File: src/rtl/seg7_scan_ctrl_if.sv
`default_nettype none
// +------------------------------------------------------------------+
// | seg7_scan_ctrl_if : write bus and display pins of seg7_scan_ctrl |
// | Rev 1.0                                                          |
// +------------------------------------------------------------------+
interface seg7_scan_ctrl_if #(
  parameter int NDIG = 4
);
  logic              wr_en;
  logic [4*NDIG-1:0] wr_data;
  logic [NDIG-1:0]   wr_blank;
  logic [2:0]        bright;
  logic [6:0]        seg7;
  logic [NDIG-1:0]   digit_n;
  logic              frame_tick;
  logic              upd_pend;

  modport master (
    output wr_en, wr_data, wr_blank, bright,
    input  seg7, digit_n, frame_tick, upd_pend
  );

  modport slave (
    input  wr_en, wr_data, wr_blank, bright,
    output seg7, digit_n, frame_tick, upd_pend
  );
endinterface
`default_nettype wire

File: src/rtl/seg7_scan_ctrl.sv
`default_nettype none
// +------------------------------------------------------------------+
// | seg7_scan_ctrl : double-buffered 7-seg scan, optional SEG7_DIM_EN |
// | Rev 1.0                                                          |
// +------------------------------------------------------------------+
module seg7_scan_ctrl #(
  parameter int NDIG         = 4,
  parameter int ON_CYCLES    = 12000,
  parameter int BLANK_CYCLES = 480
) (
  input  wire logic       clk,
  input  wire logic       res,
  seg7_scan_ctrl_if.slave bus
);

  localparam int IW = (NDIG > 1) ? $clog2(NDIG) : 1;

  localparam logic [0:0]      c_ST_BLANK   = 1'b0;
  localparam logic [0:0]      c_ST_ON      = 1'b1;
  localparam logic [15:0]     c_ON_LAST    = 16'(ON_CYCLES - 1);
  localparam logic [15:0]     c_BLANK_LAST = 16'(BLANK_CYCLES - 1);
  localparam logic [IW-1:0]   c_IDX_LAST   = IW'(NDIG - 1);
  localparam logic [NDIG-1:0] c_DIG_ONE    = NDIG'(1);

  logic [0:0]        r_state, w_state_nxt;
  logic [15:0]       r_cnt, w_cnt_nxt;
  logic [IW-1:0]     r_idx, w_idx_nxt;
  logic              r_first;
  logic [4*NDIG-1:0] r_shd_data, r_act_data;
  logic [NDIG-1:0]   r_shd_blank, r_act_blank;
  logic              r_frame_tick, r_upd_pend;
  logic [6:0]        r_seg7, w_seg7_nxt;
  logic [NDIG-1:0]   r_digit_n, w_digit_n_nxt;
  logic              w_wrap, w_boundary, w_dim_ok, w_lit;
  logic [4*NDIG-1:0] w_shift;
  logic [3:0]        w_nib;

  function automatic logic [6:0] hex7(input logic [3:0] v);
    logic [6:0] s;
    s = 7'h00;
    case (v)
      4'h0: s = 7'h7E;  4'h1: s = 7'h30;  4'h2: s = 7'h6D;  4'h3: s = 7'h79;
      4'h4: s = 7'h33;  4'h5: s = 7'h5B;  4'h6: s = 7'h5F;  4'h7: s = 7'h70;
      4'h8: s = 7'h7F;  4'h9: s = 7'h7B;  4'hA: s = 7'h77;  4'hB: s = 7'h1F;
      4'hC: s = 7'h4E;  4'hD: s = 7'h3D;  4'hE: s = 7'h4F;  4'hF: s = 7'h47;
    endcase
    return s;
  endfunction

  always_ff @(posedge clk) begin
    if (res) begin
      r_state <= c_ST_BLANK;
      r_cnt   <= '0;
      r_idx   <= '0;
    end else begin
      r_state <= w_state_nxt;
      r_cnt   <= w_cnt_nxt;
      r_idx   <= w_idx_nxt;
    end
  end

  always_comb begin
    w_state_nxt = r_state;
    w_cnt_nxt   = r_cnt + 16'd1;
    w_idx_nxt   = r_idx;
    case (r_state)
      c_ST_BLANK: begin
        if (r_cnt == c_BLANK_LAST) begin
          w_state_nxt = c_ST_ON;
          w_cnt_nxt   = '0;
        end
      end
      c_ST_ON: begin
        if (r_cnt == c_ON_LAST) begin
          w_state_nxt = c_ST_BLANK;
          w_cnt_nxt   = '0;
          w_idx_nxt   = (r_idx == c_IDX_LAST) ? '0 : r_idx + 1'b1;
        end
      end
    endcase
  end

  // Frame boundary: leaving the last digit's ON slot, or the first cycle out of reset.
  assign w_wrap     = (r_state == c_ST_ON) && (r_cnt == c_ON_LAST) && (r_idx == c_IDX_LAST);
  assign w_boundary = r_first | w_wrap;

  always_ff @(posedge clk) begin
    if (res) begin
      r_first      <= 1'b1;
      r_shd_data   <= '0;
      r_shd_blank  <= '0;
      r_act_data   <= '0;
      r_act_blank  <= '0;
      r_frame_tick <= 1'b0;
      r_upd_pend   <= 1'b0;
    end else begin
      r_first      <= 1'b0;
      r_frame_tick <= w_boundary;
      if (bus.wr_en) begin
        r_shd_data  <= bus.wr_data;
        r_shd_blank <= bus.wr_blank;
      end
      // A write landing on the boundary bypasses the shadow so it is never left pending.
      if (w_boundary) begin
        r_act_data  <= bus.wr_en ? bus.wr_data  : r_shd_data;
        r_act_blank <= bus.wr_en ? bus.wr_blank : r_shd_blank;
        r_upd_pend  <= 1'b0;
      end else if (bus.wr_en) begin
        r_upd_pend  <= 1'b1;
      end
    end
  end

`ifdef SEG7_DIM_EN
  localparam logic [18:0] c_DIM_STEP = 19'(ON_CYCLES >> 3);
  logic [2:0] r_bright;

  always_ff @(posedge clk) begin
    if (res) begin
      r_bright <= '0;
    end else if (w_boundary) begin
      r_bright <= bus.bright;
    end
  end

  assign w_dim_ok = ({3'b000, r_cnt} < (c_DIM_STEP * (19'(r_bright) + 19'd1)));
`else
  logic w_unused_bright;
  assign w_unused_bright = ^bus.bright;
  assign w_dim_ok        = 1'b1;
`endif

  assign w_shift = r_act_data >> {r_idx, 2'b00};
  assign w_nib   = w_shift[3:0];

  always_comb begin
    w_lit         = (r_state == c_ST_ON) && !r_act_blank[r_idx] && w_dim_ok;
    w_seg7_nxt    = 7'h7F;
    w_digit_n_nxt = '1;
    if (w_lit) begin
      w_seg7_nxt    = ~hex7(w_nib);
      w_digit_n_nxt = ~(c_DIG_ONE << r_idx);
    end
  end

  always_ff @(posedge clk) begin
    if (res) begin
      r_seg7    <= 7'h7F;
      r_digit_n <= '1;
    end else begin
      r_seg7    <= w_seg7_nxt;
      r_digit_n <= w_digit_n_nxt;
    end
  end

  assign bus.seg7       = r_seg7;
  assign bus.digit_n    = r_digit_n;
  assign bus.frame_tick = r_frame_tick;
  assign bus.upd_pend   = r_upd_pend;

endmodule
`default_nettype wire

File: src/flat_wrapper.sv
// flat-port wrapper written by rule: the top's interface ports become plain ports
module seg7_scan_ctrl_flat 
#(
  parameter int NDIG         = 4,
  parameter int ON_CYCLES    = 12000,
  parameter int BLANK_CYCLES = 480
)
  (clk, res, bus_wr_en, bus_wr_data, bus_wr_blank, bus_bright, bus_seg7, bus_digit_n, bus_frame_tick, bus_upd_pend);
  seg7_scan_ctrl_if #(.NDIG(NDIG)) bus_i ();
  input  wire logic clk;
  input  wire logic res;
  input wire logic [$bits(bus_i.wr_en)-1:0] bus_wr_en;
  input wire logic [$bits(bus_i.wr_data)-1:0] bus_wr_data;
  input wire logic [$bits(bus_i.wr_blank)-1:0] bus_wr_blank;
  input wire logic [$bits(bus_i.bright)-1:0] bus_bright;
  output wire logic [$bits(bus_i.seg7)-1:0] bus_seg7;
  output wire logic [$bits(bus_i.digit_n)-1:0] bus_digit_n;
  output wire logic [$bits(bus_i.frame_tick)-1:0] bus_frame_tick;
  output wire logic [$bits(bus_i.upd_pend)-1:0] bus_upd_pend;
  assign bus_i.wr_en = bus_wr_en;
  assign bus_i.wr_data = bus_wr_data;
  assign bus_i.wr_blank = bus_wr_blank;
  assign bus_i.bright = bus_bright;
  assign bus_seg7 = bus_i.seg7;
  assign bus_digit_n = bus_i.digit_n;
  assign bus_frame_tick = bus_i.frame_tick;
  assign bus_upd_pend = bus_i.upd_pend;
  seg7_scan_ctrl #(.NDIG(NDIG), .ON_CYCLES(ON_CYCLES), .BLANK_CYCLES(BLANK_CYCLES)) u_core (.clk(clk), .res(res), .bus(bus_i));
endmodule
File: config.mk
export PLATFORM = sky130hd
export DESIGN_NAME = seg7_scan_ctrl_flat
export DESIGN_NICKNAME = d
export VERILOG_FILES = /design/src/rtl/seg7_scan_ctrl_if.sv /design/src/rtl/seg7_scan_ctrl.sv /design/src/flat_wrapper.sv
export SDC_FILE = /design/constraint.sdc
export NUM_CORES = 1
export LEC_CHECK = 0
export CAP_MARGIN = 25
export CORE_ASPECT_RATIO = 0.75
export CORE_MARGIN = 10
export CORE_UTILIZATION = 40
export DETAILED_ROUTE_END_ITERATION = 10
export PLACE_DENSITY_LB_ADDON = 0.2
export SYNTH_ARGS = -nofsm -noshare
export SYNTH_HDL_FRONTEND = slang
export SYNTH_SLANG_ARGS = --single-unit
File: constraint.sdc
create_clock -name clk -period 2.25 [get_ports clk]
set_clock_uncertainty 0.15 [all_clocks]
set_input_delay 0.225 -clock clk [delete_from_list [all_inputs] [get_ports clk]]
set_output_delay 0.225 -clock clk [all_outputs]
set_load 0.01 [all_outputs]
Yosys cells after proc, flatten, opt, wreduce, memory -nomap -nowiden
Memories as Yosys holds them, arrays and structs flattened. Index checks and enable logic that the tools add are counted.

Flip-flop bits (word level): 73. Bits in read-only memories: 112. Input bits: 26. Output and inout bits: 13. Logic and storage cells: 46. Memories: 1.

Add/subtract/negate cells: 2. $lt $le $gt $ge: 1. Equality and inequality tests: 3. Shift operators: 2. Multiplexer cells: 13. Bitwise gates (word level): 5. Reduce and logical (&&, ||, !) cells: 7.

Memory list: (name not given) (words 16, bits a word 7, read ports 1, clocked after memory_dff 0, wr ports 0, RTL line seg7_scan_ctrl.sv:41) `case (v)`.

Operator list (number): 2-to-1 mux 16 bit (3); case mux 16 bit (2 select lines) (1); adder 16 x 1 -> 16 bit, second input constant (1); equality test 16 x 14 -> 1 bit, second input constant (1); equality test 16 x 9 -> 1 bit, second input constant (1); >> shifter 16 x 4 -> 4 bit (1); 2-to-1 mux 7 bit (1); inverter 7 bit (1); 2-to-1 mux 1 bit (4); 2-to-1 mux 4 bit (1); inverter 4 bit (1); OR reduction 2 bit (2); left shift 1 x 2 -> 4 bit, first input constant (1); logical AND 1 bit (3); < comparator 2 x 3 -> 1 bit, second input constant (1); adder 2 x 1 -> 2 bit, second input constant (1); binary-select mux 1 bit (select 2 bit) (1); equality test 2 bit, second input constant (1); 2-to-1 mux 2 bit (1); inverter 1 bit (2); case mux 1 bit (2 select lines) (1); AND reduction 2 bit (1); zero test 1 bit (1); bitwise OR 1 bit (1).

Longest topological paths before layout
Depth in word-level cells: 6. Depth in mapped cells: 7. Depth with buffers taken out: 6.

Worst setup path after synthesis
No wires, ideal clock.

Path type: reg-to-reg. Start: register u_core.r_idx[0]. End: register u_core.r_seg7[5], in the netlist u_core.bus.seg7[5]. Library setup time: 0.136 ns. Data arrival time: 1.776 ns. Required time: 1.964 ns. Path slack: 0.188 ns. Stages on the path, launching flop included: 8. Path buffers: 1. Period minus slack after synthesis: 2.062 ns. Path through: dfxtp_1 > buf_2 > mux4_2 > inv_1 > ha_1 > nor2_1 > a211o_1 > nand3_1.

Longest elaborated chain between the ends: 6. Elaborated cells on any way between the ends: 10. Classes of those cells: shift (1); mux (3); bitwise (2); reduce/logical (3); memory (1).

RTL lines: start: declaration (RTL line seg7_scan_ctrl.sv:27) `logic [IW-1:0] r_idx, w_idx_nxt;`; start signal: assignment (RTL line seg7_scan_ctrl.sv:58) `r_idx <= w_idx_nxt;`; branches (longest 6 deep; another with memory (16 x 7 bit)); end signal: assignment (RTL line seg7_scan_ctrl.sv:151) `r_seg7 <= w_seg7_nxt;`; end: declaration (RTL line seg7_scan_ctrl.sv:32) `logic [6:0] r_seg7, w_seg7_nxt;`.

Parallel ways; which one is timed is not known. The select of a mux whose other input is x is not followed. A chain may end at the register's enable or synchronous reset.

Worst setup path after layout
Start: register u_core.r_cnt[12]. End: register u_core.r_act_data[0].

Longest elaborated chain between the ends: 4.

RTL lines: start: declaration (RTL line seg7_scan_ctrl.sv:26) `logic [15:0] r_cnt, w_cnt_nxt;`; start signal: assignment (RTL line seg7_scan_ctrl.sv:57) `r_cnt <= w_cnt_nxt;`; equality test 16 x 14 -> 1 bit (RTL line seg7_scan_ctrl.sv:84) `assign w_wrap = (r_state == c_ST_ON) && (r_cnt == c_ON_LAST) && (r_idx == c_IDX_LAST);`; logical AND 1 bit (2 in series) (RTL line seg7_scan_ctrl.sv:84); bitwise OR 1 bit (RTL line seg7_scan_ctrl.sv:85) `assign w_boundary = r_first | w_wrap;`; end signal: assignment (RTL line seg7_scan_ctrl.sv:105) `r_act_data <= bus.wr_en ? bus.wr_data : r_shd_data;`; end: declaration (RTL line seg7_scan_ctrl.sv:29) `logic [4*NDIG-1:0] r_shd_data, r_act_data;`.

Every way passes these cells.

==> summary.md <==
| Metric | Value |
|---|---|
| CTS tree | `done` |
| Core area | `roughly 7500 sq um` |
| RSZ-0062 raised after global routing | `false` |
| CTS Buffer Depth | `2` |
| CP Class | `reg -> reg` |
| Vias post-DR | `roughly 2,200` |
| CP arrival | `~2.2 ns` |
| Die Height | `between 90 and 100 um` |
| H-tree depth | `3` |
| Via/cell ratio | `approximately 5` |
| Top_reg_cell synth | `dfxtp_1` |
| Static Leak | `roughly 1.5 nW` |
| Min cycle time layout | `2.10 ns` |
| Post-synthesis sequential area ratio | `a little under half` |
| Num ports | `39` |
| Storage cell area | `approximately 1500 sq um` |
| MaxCap Viol Count | `0` |
| Port Buffers | `35` |
| Number of antenna violations at the first check in global routing | `0` |
| Ranking of synthesized cells by area | `dfxtp_1 (47%), mux2_2 (7.2%), mux2i_1 (6.8%)` |
| CP Launch Type | `register` |
| Initial Utilization | `approximately two fifths` |
| Largest net degree at the start of global routing | `64` |
| Tcrit/Tclk final | `93.5%` |
| Max-slew violations | `0` |
| Cell Chain, Critical Path | `or4_1 > nor4_2 > a31oi_2 > buf_12 > mux2_2` |
| Post-route ant nets | `0` |
| Synthesized Nets | `~340` |
| CTS clk-pin slew, worst paths | `0.07 ns` |
| Hpwl dp | `between 4 and 5 mm` |
| ANT cells | `0` |
| Post-Syn Area | `between 3000 and 4000 sq um` |
| Drt wl/cell | `14.1 um` |
| All-Layer GR Usage | `11.1%` |
| Final WL | `6.30 mm` |
| Synth area leader | `dfxtp_1` |
| Pwr Density | `about 680 nW/um^2` |
| Critical Path Max Stage Delay | `between 0.5 and 0.6 ns` |
| Die Area | `about 12,000 sq um` |
| #FFs+latches synth | `between 70 and 80` |
| Sum of negative setup slack | `0 ns` |
| Endpoints failing hold | `0` |
| Vias in the first global route | `between 2,000 and 2,500` |
| Post-CTS Hold Buffers | `0` |
| Detailed-route DRC error count | `0` |
| Area of the multi-input gates | `around 1600 sq um` |
| Mapped Cells | `302` |
| CTS resizes | `0` |
| Final setup vio count | `0` |
| Routability Congestion | `slightly above 0.8` |
| 1st-pass router iterations | `4` |
| Ys Warns | `0` |
| Final nets | `about 380` |
| Utilization after layout | `51.3%` |
| Headroom to the max-slew limit | `between 70% and 80%` |
| Top achievable clock speed | `approximately 480 MHz` |
| Delay-heaviest family, CP | `simple AND/OR/NAND/NOR gates` |
| Top-count cell post-synth | `dfxtp_1` |
| Worst slew pin tran | `roughly 0.45 ns` |
| Crit. End Element | `register` |
| Iteration-0 DRC Markers | `120` |
| GR Overflow Total | `0` |
| Clk Latency, worst-skew pair | `roughly 0.34 ns` |
| Worst VDD drop | `between 0.3 and 0.4 mV` |
| Hold Crit Class | `in -> reg` |
| Buf/Inv on CP | `1` |
| Share of cells above drive strength 1 | `roughly 17%` |
| Fill cells | `680` |
| Outcome | `finished, final reports clean` |
| CTS Buf Count | `9` |
| Area Growth Syn to Fin | `23.3%` |
| Global-route wire length before repair | `slightly above 10 mm` |
| Yosys top cell area share | `a little under half` |
| Syn Area/Cell | `between 10 and 15 sq um` |
| Post-CTS Setup Bufs | `0` |
| Post-synth EDFFs | `0` |
| Req. time, crit path | `2.33 ns` |
| Sink Count | `73` |
| Distinct cells, synth | `37` |
| Die W | `~120 um` |
| Slowest CP cell | `or4_1` |
| Num rows | `27` |
| Clock root buffer master | `clkbuf_8` |
| Fraction of registers with async set/reset | `0%` |
| Most frequent cells after synthesis | `dfxtp_1 (73), nor2_1 (25), nor2b_1 (23), mux2i_1 (21), mux2_2 (20)` |
| Peak fanout along the critical path | `21` |
-- path summary, 6_finish.rpt --
kind | start | end | slack (ns) | cells past startpoint
max | u_core.r_cnt[12]$_SDFF_PP0_ | u_core.r_act_data[0]$_SDFFE_PP0P_ | 0.15 | 5
min | res | u_core.r_first$_DFF_P_ | 0.14 | 2
max reg2reg | u_core.r_cnt[12]$_SDFF_PP0_ | u_core.r_act_data[0]$_SDFFE_PP0P_ | 0.15 | 5
min reg2reg | u_core.r_shd_data[5]$_SDFF_PP0_ | u_core.r_shd_data[5]$_SDFF_PP0_ | 0.36 | 2
-- through the flow --
stage | cells | total power [W] | setup slack [ns] | area (sq um) | hold WS [ns]
floorplan | 302 | 0.00152 | 0.188 | 3110 | 0.103
global placement | 432 | 0.00161 | 0.155 | 3630 | 0.329
detailed placement | 432 | 0.00161 | 0.121 | 3630 | 0.345
CTS | 448 | 0.00262 | 0.111 | 3830 | 0.119
global route | 448 | 0.00271 | 0.0874 | 3830 | 0.130
finish | 448 | 0.00259 | 0.145 | 3830 | 0.139
-- layer usage --
layer / vias up / global-route usage, % / part of all wire (%)
met1: 1034 / 14.7 / 49
li1: 1150 / - / -
met4: 0 / 3.56 / 1.1
met5: - / 0 / 0
met2: 53 / 15.9 / 42
met3: 7 / 4.85 / 7.7
-- layout by cell type (no fill, tap or decap), types with 5 or more instances in the layout --
cell type	n
xor2_1	5
nor2b_1	23
clkbuf_8	10
clkdlybuf4s50_1	34
nor2_1	25
nand2_1	10
nand4_1	5
o21ai_0	5
dfxtp_1	72
mux2_2	20
buf_4	7
xnor2_1	8
inv_1	9
mux4_2	5
mux2i_1	21
ha_1	11
nor3_1	17
a21oi_1	6
nand3_1	10
-- area by class of cell --
| cell class | instances | area share, % |
|---|---|---|
| clock buffers | 11 | 3.69 |
| clock inverters | 5 | 1.44 |
| inverters | 9 | 0.881 |
| multi-input cells | 204 | 40.6 |
| flip-flops and latches | 73 | 38.2 |
| well taps | 101 | 3.30 |
| repair buffers | 45 | 11.9 |
-- where the power goes --
group          switching, W  internal, W
clock              0.000469     0.000538
sequential        0.0000200      0.00134
combinational     0.0000988     0.000121
total              0.000588      0.00200
-- logic make-up (layout without fill, tap and decap cells) --
kind of cell	count (synthesis)	count (layout)	share of synthesized area, %
simple gates	111	111	19.2
xor+xnor	13	13	3.66
compound gates	23	23	4.95
mux	46	46	17.6
flops	73	73	47.0
fa+ha+maj	11	11	4.43
buf+inv	25	70	3.18
-- state kept, by name, indices dropped and copies added (netlist names) --
| register | cells |
|---|---|
| u_core.r_act_data | 16 |
| u_core.r_shd_data | 16 |
| u_core.bus.upd_pend | 1 |
| u_core.r_idx | 2 |
| u_core.r_first | 1 |
| u_core.r_state | 1 |
| u_core.r_shd_blank | 4 |
| u_core.r_act_blank | 4 |
| u_core.bus.digit_n | 4 |
| u_core.bus.seg7 | 7 |
| u_core.r_cnt | 16 |
| u_core.bus.frame_tick | 1 |
(Power assumes the default switching activity.)
